[config.mk]
export PLATFORM = sky130hd
export DESIGN_NAME = xout_rr_arbiter
export DESIGN_NICKNAME = d
export VERILOG_FILES = /design/src/rtl/xout_rr_arbiter.sv
export SDC_FILE = /design/constraint.sdc
export NUM_CORES = 1
export LEC_CHECK = 0
export BUFFER_PORTS_ARGS = -buffer_cell sky130_fd_sc_hd__buf_2
export CORE_ASPECT_RATIO = 0.7
export CORE_MARGIN = 5
export CORE_UTILIZATION = 30
export CTS_CLUSTER_SIZE = 8
export DETAILED_ROUTE_END_ITERATION = 6
export SYNTH_ARGS = -nofsm -noshare
export SYNTH_HDL_FRONTEND = slang
export SYNTH_SLANG_ARGS = --single-unit
export TNS_END_PERCENT = 20
[constraint.sdc]
create_clock -name CLK -period 3.2 [get_ports CLK]
set_clock_uncertainty 0.15 [all_clocks]
set_input_delay 0.64 -clock CLK [delete_from_list [all_inputs] [get_ports CLK]]
set_output_delay 0.64 -clock CLK [all_outputs]
set_load 0.02 [all_outputs]
[src/rtl/xout_rr_arbiter.sv]
// Round-robin arbiter that is the sole writer of the shared XOUT register.
// The winner's DATA is latched and held for HOLD cycles; all state changes on the falling edge of CLK.
module xout_rr_arbiter #(
    parameter int NREQ  = 4,
    parameter int WIDTH = 8,
    parameter int HOLD  = 2
) (
    input  logic                       CLK,
    input  logic                       RESET,
    input  logic [NREQ-1:0]            REQ,
    input  logic [NREQ*WIDTH-1:0]      DATA,
    output logic [NREQ-1:0]            ACK,
    output logic [WIDTH-1:0]           XOUT,
    output logic                       XVALID,
    output logic [$clog2(NREQ)-1:0]    GRANT,
    output logic                       BUSY
);

    localparam int GW = $clog2(NREQ);
    localparam int CW = (HOLD > 1) ? $clog2(HOLD) : 1;

    if ((NREQ < 2) || (NREQ > 8) || (HOLD < 1)) begin : g_param_check
        $error("xout_rr_arbiter: NREQ must be 2..8 and HOLD must be >= 1");
    end

    typedef enum logic {
        S_IDLE,
        S_HOLD
    } state_t;

    state_t              state;
    state_t              state_nxt;

    logic [GW-1:0]       ptr;
    logic [GW-1:0]       ptr_nxt;
    logic [CW-1:0]       cnt;
    logic [CW-1:0]       cnt_nxt;
    logic [NREQ-1:0]     ack_nxt;
    logic [WIDTH-1:0]    xout_nxt;
    logic [GW-1:0]       grant_nxt;

    logic                found;
    logic [GW-1:0]       win_idx;
    logic [WIDTH-1:0]    data_arr [NREQ];

    for (genvar g = 0; g < NREQ; g++) begin : g_unpack
        assign data_arr[g] = DATA[g*WIDTH +: WIDTH];
    end

    // Scan upward from ptr, wrapping modulo NREQ; the first requester found wins.
    always_comb begin
        logic [GW:0]   sum;
        logic [GW-1:0] cand;
        found   = 1'b0;
        win_idx = '0;
        sum     = '0;
        cand    = '0;
        for (int unsigned k = 0; k < NREQ; k++) begin
            sum = {1'b0, ptr} + (GW+1)'(k);
            if (sum >= (GW+1)'(NREQ)) begin
                sum = sum - (GW+1)'(NREQ);
            end
            cand = sum[GW-1:0];
            if (!found && REQ[cand]) begin
                found   = 1'b1;
                win_idx = cand;
            end
        end
    end

    always_ff @(negedge CLK) begin
        if (RESET) begin
            state <= S_IDLE;
        end else begin
            state <= state_nxt;
        end
    end

    always_comb begin
        state_nxt = state;
        unique case (state)
            S_IDLE: if (found) state_nxt = S_HOLD;
            S_HOLD: if (cnt == '0) state_nxt = S_IDLE;
            default: state_nxt = S_IDLE;
        endcase
    end

    always_comb begin
        ack_nxt   = '0;
        xout_nxt  = XOUT;
        grant_nxt = GRANT;
        ptr_nxt   = ptr;
        cnt_nxt   = cnt;
        unique case (state)
            S_IDLE: begin
                if (found) begin
                    ack_nxt[win_idx] = 1'b1;
                    xout_nxt         = data_arr[win_idx];
                    grant_nxt        = win_idx;
                    ptr_nxt          = (win_idx == GW'(NREQ-1)) ? '0 : win_idx + 1'b1;
                    cnt_nxt          = CW'(HOLD-1);
                end
            end
            S_HOLD: begin
                if (cnt != '0) cnt_nxt = cnt - 1'b1;
            end
            default: ;
        endcase
    end

    always_ff @(negedge CLK) begin
        if (RESET) begin
            ACK   <= '0;
            XOUT  <= '0;
            GRANT <= '0;
            ptr   <= '0;
            cnt   <= '0;
        end else begin
            ACK   <= ack_nxt;
            XOUT  <= xout_nxt;
            GRANT <= grant_nxt;
            ptr   <= ptr_nxt;
            cnt   <= cnt_nxt;
        end
    end

    // XVALID and BUSY coincide with the HOLD state, which lasts exactly HOLD cycles.
    assign XVALID = (state == S_HOLD);
    assign BUSY   = (state == S_HOLD);

endmodule
Yosys cells after proc, flatten, opt, wreduce, memory -nomap -nowiden
Index checks and enable logic that the tools add are counted.
{"block": "classes", "n_addsub": 9, "n_lt_le_gt_ge": 11, "eq_ne": 2, "muxes": 32, "bitwise_logic": 3, "reduce_logical": 9}
{"op": "$mux 2", "count": 9}
{"op": "$bmux 8 s2", "count": 1}
{"op": "$mux 8", "count": 2}
{"op": "$lt 2x3->1 const B", "count": 5}
{"op": "$mux 1", "count": 13}
{"op": "$ge 3x3->1 const B", "count": 4}
{"op": "$bmux 1 s2", "count": 4}
{"op": "$sub 2x1->2 const B", "count": 4}
{"op": "$add 2x2->3 const B", "count": 2}
{"op": "$logic_and 1x1->1", "count": 4}
{"op": "$pmux 1 s2", "count": 2}
{"op": "$add 2x1->3 const B", "count": 1}
{"op": "$ge 2x3->1 const B", "count": 1}
{"op": "$logic_not 1->1", "count": 3}
{"op": "$not 2->3", "count": 1}
{"op": "$reduce_or 3->1", "count": 1}
{"op": "$add 2x1->2 const B", "count": 1}
{"op": "$demux 1 s2", "count": 1}
{"op": "$eq 2x2->1 const B", "count": 1}
{"op": "$ge 2x1->1 const B", "count": 1}
{"op": "$ne 2x2->1 const B", "count": 1}
{"op": "$not 1->1", "count": 2}
{"op": "$reduce_and 2->1", "count": 1}
{"op": "$sub 1x1->1 const B", "count": 1}
{"block": "totals", "reg_bits": 18}

Depth between registers and ports, before layout
Gate-level depths: netlist (run 1).
{"block": "logic_depth", "depth_word": 18, "depth_mapped": 10, "ltp_nobuf": 7}

==> flow_summary.toml, run 1 <==
[run_status]
outcome = "finished with violations"
violations = "negative setup slack"

[synth]
yosys_register_bits = 18
synth_top_area_share_pct = 36.3
ys.warnings.count = 0
syn_nets = 143
syn_avg_cell_area_um2 = 9.82
synthesis.instances = 101
synth-seq-area-share_pct = 36.3
total_standard_cell_area_after_synthesis_um2 = 992
yosys.area.top_type = "dfxtp_1"
post_synth_main_area_contributors = "dfxtp_1 36%, mux2i_1 18%, o221ai_1 7.1%"
synth.distinct_cells = 25

[critical_path]
worstPathMaxFanout = 8
worstSetupPathType = "input pin to flip-flop"
worst_path_max_delay_cell = "a211o_4"
timing.critical_path.buf_inv = 2
cp-end-kind = "flip-flop"
cp_common_cell = "buf_8"
worstPathRequired_ps = 1630
cpLargestDelayFamily = "compound AO/OA/AOI/OAI gates"
timing.critical_path.from_type = "input pin"
worst-endpoint-arrival_ps = 1770
critical-path-max-stage-delay_ps = 380
cp_cell_sequence = "buf_8 > nand2b_4 > nand2_2 > a211o_4 > buf_8 > mux2i_2 > o221ai_1"

[power_and_ir_drop]
p_leak_nw = 0.870
power_density_nw_per_um2 = 502
worst_ir_drop_vdd_uv = 248

[global_route]
grt_pass1_wl_um = 5450
first_global_vias = 1208
grt_remaining_overflow = 0
grt_max_degree = 15
gr-usage-all-layers_pct = 15.0
number_of_antenna_violations_at_the_first_check_in_global_routing = 0

[detailed_routing]
dr.pass1.iters = 4
ant_nets = 0
viasPerCell = 4.90
post_drt_wl_per_cell_um = 14.7
remaining_drc_errors = 0
route.vias.total = 1069
detailedRoute.firstIterationViolations = 75
wirelength_um = 3210

[timing]
finalWorstSetupSlack_ps = -134
final-max-slew-violation-count = 0
final-setup-viol-count = 14
rsz0062_at_grt = "true"
worst_slew_pin_slew_ps = 325
fin_tns_setup_ps = -1050
max_slew_margin_pct = 78.3
count_of_endpoints_failing_hold_in_the_final_timing_report = 0

[clock_tree]
htree_levels = 1
tritoncts_buffer_count = 3
path_clk_slew_ps = 40
cts-hold-fix-buffers = 0
clockBufferDepth = 2
clk-insertion-delay-late_ps = 330
cts.sink_count = 18
cts_tree = "yes"
ctsRootBufferMaster = "clkbuf_8"

[worst_hold_path]
hp-class = "flip-flop to flip-flop"

[place]
place.detailed.hpwl_um = 2160
dpl.cell_count = 194
place.port_buffers = 53
gpl.final_weighted_congestion = 0.724

[job]
timing.max_cap.violations = 0

[layout]
finish.cell_count_without_fillers = 218
final_nets = 223
diodes = 0
area_added_between_synthesis_and_finish_pct = 68.9
fillCellCount = 281
drive_above_1_share_pct = 54.4

[floorplanning]
core_region_area_um2 = 3170
pin_count = 54
die-area_um2 = 4580
floorplan.rows = 17
die_width_um = 78.7
dieHeight_um = 58.1
floorplan.initialDensity_pct = 31.3
## report_power, final
part	internal, W	switching, W
combinational	0.000156	0.000145
sequential	0.000259	0.0000271
clock	0.000116	0.000139
total	0.000530	0.000311
## sequential cells by signal, indices dropped and copies added (netlist names)
signal / flops
XOUT: 8
ptr: 2
GRANT: 2
BUSY: 1
cnt: 1
ACK: 4
## cell type report
type	instances	area, um^2	share of cell area [%]
multi-input combinational	72	642	38.3
timing repair buffer	65	482	28.8
sequential	18	377	22.5
clock inverter	19	72.6	4.33
tap	38	47.5	2.84
clock buffer	3	41.3	2.46
inverter	3	13.8	0.822
## cells in the final DEF (no fill, tap or decap), types with 2 or more instances in the layout
cell / instances
buf_2: 37
dfxtp_2: 10
clkbuf_8: 3
inv_1: 19
ha_1: 3
buf_8: 3
nor2_1: 5
dfxtp_1: 7
nand3b_1: 8
buf_4: 8
o2bb2ai_2: 2
and2_1: 4
mux2i_2: 2
mux2i_1: 16
a21oi_1: 4
buf_6: 17
nand2_4: 2
nand2_1: 3
o221ai_1: 8
nand2_2: 2
## timing repair
| item | 4_1_cts | 5_1_grt |
|---|---|---|
| setup buffers | 1 | 1 |
| setup endpoints to repair | 28 | 30 |
| resized for setup | 42 | 29 |
| endpoints found under the hold margin | 0 | 0 |
| cloned | 1 | 0 |
| pin swaps | 12 | 5 |
## synth_stat cells
library cell / count
mux2i_1: 18
buf_6: 3
nand2b_1: 1
nand3b_1: 8
and2_1: 4
o21a_1: 1
buf_4: 1
a211oi_1: 1
nand2_1: 7
nor4_1: 1
or2_1: 1
a21oi_1: 4
inv_1: 4
o221ai_1: 8
o2bb2ai_1: 2
nor2b_1: 1
buf_2: 2
buf_12: 1
nor3_1: 2
a211o_1: 1
dfxtp_1: 18
nor2_2: 1
ha_1: 4
nor2_1: 6
nand2b_2: 1
## metrics by stage
| stage | power, W | utilization [%] | hold slack, ps | cell area, um^2 | setup WS, ps |
|---|---|---|---|---|---|
| 2_1_floorplan | 0.000473 | - | 284 | 1010 | -429 |
| 3_3_place_gp | 0.000533 | 41.7 | 296 | 1320 | -554 |
| 3_5_place_dp | 0.000540 | 41.7 | 300 | 1320 | -665 |
| 4_1_cts | 0.000813 | 50.0 | 307 | 1580 | -104 |
| 5_1_grt | 0.000918 | 52.9 | 325 | 1680 | -154 |
| 6_report | 0.000842 | 52.9 | 304 | 1680 | -134 |
## final timing paths
path | startpoint | endpoint | slack [ps] | cells past startpoint
setup / recovery | REQ[3] | XOUT[4] | -130 | 7
hold / removal | cnt | BUSY | 300 | 2
setup reg to reg | ptr[1] | XOUT[4] | 1300 | 6
hold reg to reg | cnt | BUSY | 300 | 2
## worst min-delay path: cells and delay by family (launching register included)
family	cells	cell delay, ps
and+or+nand+nor	1	60
DFF	1	300
AOI/OAI and AO/OA	1	50
## cells by family (layout without fill, tap and decap cells)
kind of cell,Yosys count,in the layout,synth area share (%)
AO/OA/AOI/OAI,17,17,13.2
adder cells (fa/ha/maj),4,4,5.04
buffers and inverters,11,90,8.70
flip-flops,18,18,36.3
multiplexers,18,18,18.2
AND/OR/NAND/NOR,33,33,18.5
## metal layers
metal	GRT usage (%)	share of wire (%)
met5	0	0
met4	5.74	0.72
met3	7.14	8.9
met2	22.2	45
met1	18.9	45
(Power assumes the default switching activity.)
==> run 2: changes to the inputs <==
Settings changed: MAX_ROUTING_LAYER from default to met4.
==> run 2 against run 1 <==
  * The run still ends with negative setup slack left
  * First-iteration DRC count grew 12%
  * Critical path depth is the same
  * Setup slack lost 2.2 ps
  * Non-clock buffer count is the same
  * Highest routed layer unchanged
==> flow_summary.toml, run 2 (synthesis gave the netlist of run 1 again) <==
[clock_tree]
cts-hold-fix-buffers = 0
clk-insertion-delay-late_ps = 330
cts.sink_count = 18
ctsRootBufferMaster = "clkbuf_8"
htree_levels = 1
tritoncts_buffer_count = 3
path_clk_slew_ps = 40
cts_tree = "yes"
clockBufferDepth = 2

[power_and_ir_drop]
worst_ir_drop_vdd_uv = 247
p_leak_nw = 0.870
power_density_nw_per_um2 = 502

[place]
placement.setup.worst_slack_ps = -665
place.detailed.hpwl_um = 2160
gpl.final_weighted_congestion = 0.732
dpl.cell_count = 194
place.port_buffers = 53

[layout]
layout.cells.most_common_list = "37 x buf_2, 19 x inv_1, 17 x buf_6, 16 x mux2i_1, 10 x dfxtp_2"
drive_above_1_share_pct = 54.4
multi_input_comb_area_um2 = 642
largestRegisters = "XOUT: 8 flops, ACK: 4 flops"
largest_register_ff_count = 8
largest_register = "XOUT"
area_added_between_synthesis_and_finish_pct = 68.9
fin_util_pct = 52.9
mostFrequentLayoutCell = "buf_2"
finish.cell_count_without_fillers = 218
register_area_um2 = 377
diodes = 0
fillCellCount = 281
final_nets = 223

[timing]
max_slew_margin_pct = 78.4
rsz0062_at_grt = "true"
finalWorstSetupSlack_ps = -137
final-max-slew-violation-count = 0
fin_tns_setup_ps = -1060
final-setup-viol-count = 14
worst_slew_pin_slew_ps = 324
hold-worst-slack_ps = 304
count_of_endpoints_failing_hold_in_the_final_timing_report = 0

[detailed_routing]
viasPerCell = 4.88
ant_nets = 0
wirelength_um = 3220
remaining_drc_errors = 0
dr.pass1.iters = 4
post_drt_wl_per_cell_um = 14.8
detailedRoute.firstIterationViolations = 84
route.vias.total = 1063

[worst_hold_path]
min_from = "cnt"
hold-path-endpoint = "BUSY"
hold_depth = 2
hp-class = "flip-flop to flip-flop"

[global_route]
gr-usage-all-layers_pct = 15.5
global_route.peak_usage_layer = "met2"
grt_max_degree = 15
global_route.usage.met2_pct = 22.2
first_global_vias = 1209
number_of_antenna_violations_at_the_first_check_in_global_routing = 0
gr-usage-met1_pct = 19.6
grt_pass1_wl_um = 5460
grt_remaining_overflow = 0
grtUsageMet3_pct = 5.90

[critical_path]
worstSetupPathType = "input pin to flip-flop"
critical-path-max-stage-delay_ps = 380
r2r_slack_ps = 1300
worst-endpoint-arrival_ps = 1770
worstPathRequired_ps = 1630
cp_cell_sequence = "buf_8 > nand2b_4 > nand2_2 > a211o_4 > buf_8 > mux2i_2 > o221ai_1"
r2r.worst_path.cells = 6
worst_path_max_delay_cell = "a211o_4"
cp-end-kind = "flip-flop"
rr_endpoint = "XOUT[4]"
regToRegStartpoint = "ptr[1]"
worstPathMaxFanout = 8
cp_common_cell = "buf_8"
crit_path_start = "REQ[3]"
timing.critical_path.from_type = "input pin"

[floorplanning]
core_region_area_um2 = 3170
pin_count = 54
die-area_um2 = 4580
floorplan.rows = 17
dieHeight_um = 58.1
die_width_um = 78.7
floorplan.initialDensity_pct = 31.3

[run_status]
outcome = "finished with violations"
violations = "negative setup slack"

[job]
timing.max_cap.violations = 0
==> run 2: cell counts in the layout (fill, tap and decap cells not counted) <==
Identical to the previous run, type by type.
==> run 2: metrics by stage <==
stage,total power [W],cell area [um^2]
floorplan,0.000473,1010
global placement,0.000533,1320
detailed placement,0.000540,1320
CTS,0.000813,1580
global route,0.000918,1680
finish,0.000842,1680
==> run 2: area by class of cell <==
cell class	instances	share of cell area [%]
multi-input combinational	72	38.3
clock buffer	3	2.46
sequential	18	22.5
tap	38	2.84
clock inverter	19	4.33
timing repair buffer	65	28.8
inverter	3	0.822
==> run 2: what timing repair did <==
item,4_1_cts,5_1_grt
resized for setup,42,29
endpoints found under the setup margin,28,30
setup buffers,1,1
pin swaps,12,5
gates cloned,1,0
==> run 2: report_power, final <==
part | switching (W) | internal, W
Combinational | 0.000146 | 0.000155
Clock | 0.000138 | 0.000116
Sequential | 0.0000274 | 0.000259
Total | 0.000312 | 0.000530
==> run 2: worst max-delay path by stage <==
stage	to	cells past startpoint
detailed placement	XOUT[3]	8
global placement	XOUT[4]	8
CTS	XOUT[4]	7
global route	XOUT[4]	7
floorplan	ptr[1]	9
finish	XOUT[4]	7
==> run 2: critical path: cells and delay by family <==
family                 cells  cell delay [ps]
AO/OA/AOI/OAI              2              520
buffers and inverters      2              240
AND/OR/NAND/NOR            2              180
multiplexers               1              180
==> run 2: routing by layer <==
layer,routed length (um),up-vias
li1,-,524
met1,1510,483
met2,1440,51
met3,246,5
met4,23,0
met5,0,-
==> run 3: changes to the inputs <==
==> constraint.sdc (replaced) <==
create_clock -name CLK -period 3.2 [get_ports CLK]
set_clock_uncertainty 0.15 [all_clocks]
set_input_delay 0.48 -clock CLK [delete_from_list [all_inputs] [get_ports CLK]]
set_output_delay 0.48 -clock CLK [all_outputs]
set_load 0.02 [all_outputs]
==> run 3 against run 2 <==
  * The run now ends clean
  * Register-to-register slack gained 140 ps
  * Global-route usage down 1.9 points
  * Total power shrank 6.9%
  * Count of clock-buffer cells in the layout unchanged
  * First-iteration DRC count fell by 56%
==> flow_summary.toml, run 3 (synthesis gave the netlist of run 1 again) <==
[run_status]
outcome = "finished, final reports clean"

[layout]
layout.cell_area.non_filler_um2 = 1530
fin_util_pct = 48.2
fillCellCount = 312
largestRegisters = "XOUT: 8 flops, ACK: 4 flops"
drive_above_1_share_pct = 46.1
area_added_between_synthesis_and_finish_pct = 53.8
largest_register_ff_count = 8
finish.cell_count_without_fillers = 216
register_area_um2 = 360
final_nets = 221
largest_register = "XOUT"
multi_input_comb_area_um2 = 636
diodes = 0
mostFrequentLayoutCell = "buf_2"
layout.cells.most_common_list = "53 x buf_2, 19 x inv_1, 18 x dfxtp_1, 16 x mux2i_1, 8 x nand3b_1"

[critical_path]
regToRegStartpoint = "ptr[0]"
rr_endpoint = "XOUT[1]"
cp-end-kind = "flip-flop"
r2r_slack_ps = 1440
worstPathMaxFanout = 6
worstPathRequired_ps = 1630
worst-endpoint-arrival_ps = 1610
worstSetupPathType = "input pin to flip-flop"
timing.critical_path.from_type = "input pin"
r2r.worst_path.cells = 6

[detailed_routing]
viasPerCell = 4.82
route.vias.total = 1041
ant_nets = 0
dr.pass1.iters = 4
wirelength_um = 2980
post_drt_wl_per_cell_um = 13.8
detailedRoute.firstIterationViolations = 37
remaining_drc_errors = 0

[floorplanning]
dieHeight_um = 58.1
pin_count = 54
core_region_area_um2 = 3170
die-area_um2 = 4580
floorplan.rows = 17
die_width_um = 78.7
floorplan.initialDensity_pct = 31.3

[clock_tree]
clockBufferDepth = 2
ctsRootBufferMaster = "clkbuf_8"
clk-insertion-delay-late_ps = 320
htree_levels = 1
path_clk_slew_ps = 40
cts_tree = "yes"
cts.sink_count = 18
tritoncts_buffer_count = 3
cts-hold-fix-buffers = 0
post-cts-setup-buffer-count = 0

[power_and_ir_drop]
power_density_nw_per_um2 = 513
p_leak_nw = 0.823
worst_ir_drop_vdd_uv = 178

[global_route]
first_global_vias = 1121
gr-usage-all-layers_pct = 13.6
grt_pass1_wl_um = 4860
grt_max_degree = 15
grt_remaining_overflow = 0
number_of_antenna_violations_at_the_first_check_in_global_routing = 0

[worst_hold_path]
hp-class = "flip-flop to flip-flop"
min_from = "cnt"
hold-path-endpoint = "cnt"
hold_depth = 2

[timing]
worst_slew_pin_slew_ps = 305
hold-worst-slack_ps = 315
finalWorstSetupSlack_ps = 23.3
rsz0062_at_grt = "true"
max_slew_margin_pct = 79.6
final-setup-viol-count = 0
final-max-slew-violation-count = 0
count_of_endpoints_failing_hold_in_the_final_timing_report = 0

[place]
gpl.final_weighted_congestion = 0.732
place.port_buffers = 53
placement.setup.worst_slack_ps = -532
detailed_place.area_um2 = 1320
place.detailed.hpwl_um = 2210
dpl.cell_count = 194

[job]
timing.max_cap.violations = 0
==> run 3: cell count changes in the layout (fill, tap and decap cells not counted), sizes merged <==
cell	delta
buf	-2
==> run 3: how the worst max path moves through the flow <==
stage	start	to	slack, ps	cells after the start
floorplan	REQ[3]	ptr[1]	-270	9
global placement	REQ[3]	XOUT[4]	-390	8
detailed placement	REQ[3]	XOUT[2]	-530	8
CTS	REQ[3]	XOUT[2]	10	7
global route	REQ[0]	XOUT[7]	-3	6
finish	REQ[3]	XOUT[1]	20	7
==> run 3: worst max-delay path, stage by stage <==
cell,delay (ps)
buf_6,90
nand2b_4,130
nand2_2,50
a211o_4,370
buf_8,160
mux2i_1,180
o221ai_1,140
==> run 3: metal layers <==
| layer | vias up | wire length (um) | global-route usage [%] |
|---|---|---|---|
| met4 | 0 | 27 | 2.00 |
| met5 | - | 0 | - |
| li1 | 522 | - | - |
| met2 | 52 | 1330 | 20.6 |
| met1 | 462 | 1390 | 17.2 |
| met3 | 5 | 235 | 5.90 |
==> run 3: repair_timing <==
| item | 4_1_cts | 5_1_grt |
|---|---|---|
| setup endpoints to repair | 13 | 13 |
| pin swaps | 2 | 2 |
| cloned | 1 | 0 |
| resized for setup | 13 | 7 |
| endpoints found under the hold margin | 0 | 0 |
==> run 3: power by group <==
part / switching, W / total (W) / internal, W
Combinational: 0.000139 / 0.000257 / 0.000118
Clock: 0.000134 / 0.000249 / 0.000116
Sequential: 0.0000217 / 0.000277 / 0.000255
Total: 0.000294 / 0.000784 / 0.000489
==> run 3: through the flow <==
stage               setup TNS [ps]  total power, W
floorplan                    -1890        0.000473
detailed placement           -7200        0.000541
global route                 -3.40        0.000856
global placement             -5620        0.000533
CTS                              0        0.000784
finish                           0        0.000784
==> run 3: final cells by class <==
class,instances,area share [%]
Timing Repair Buffer,63,23.3
Tap cell,38,3.11
Inverter,3,0.902
Multi-Input combinational cell,72,41.6
Clock buffer,3,2.70
Clock inverter,19,4.75
Sequential cell,18,23.6
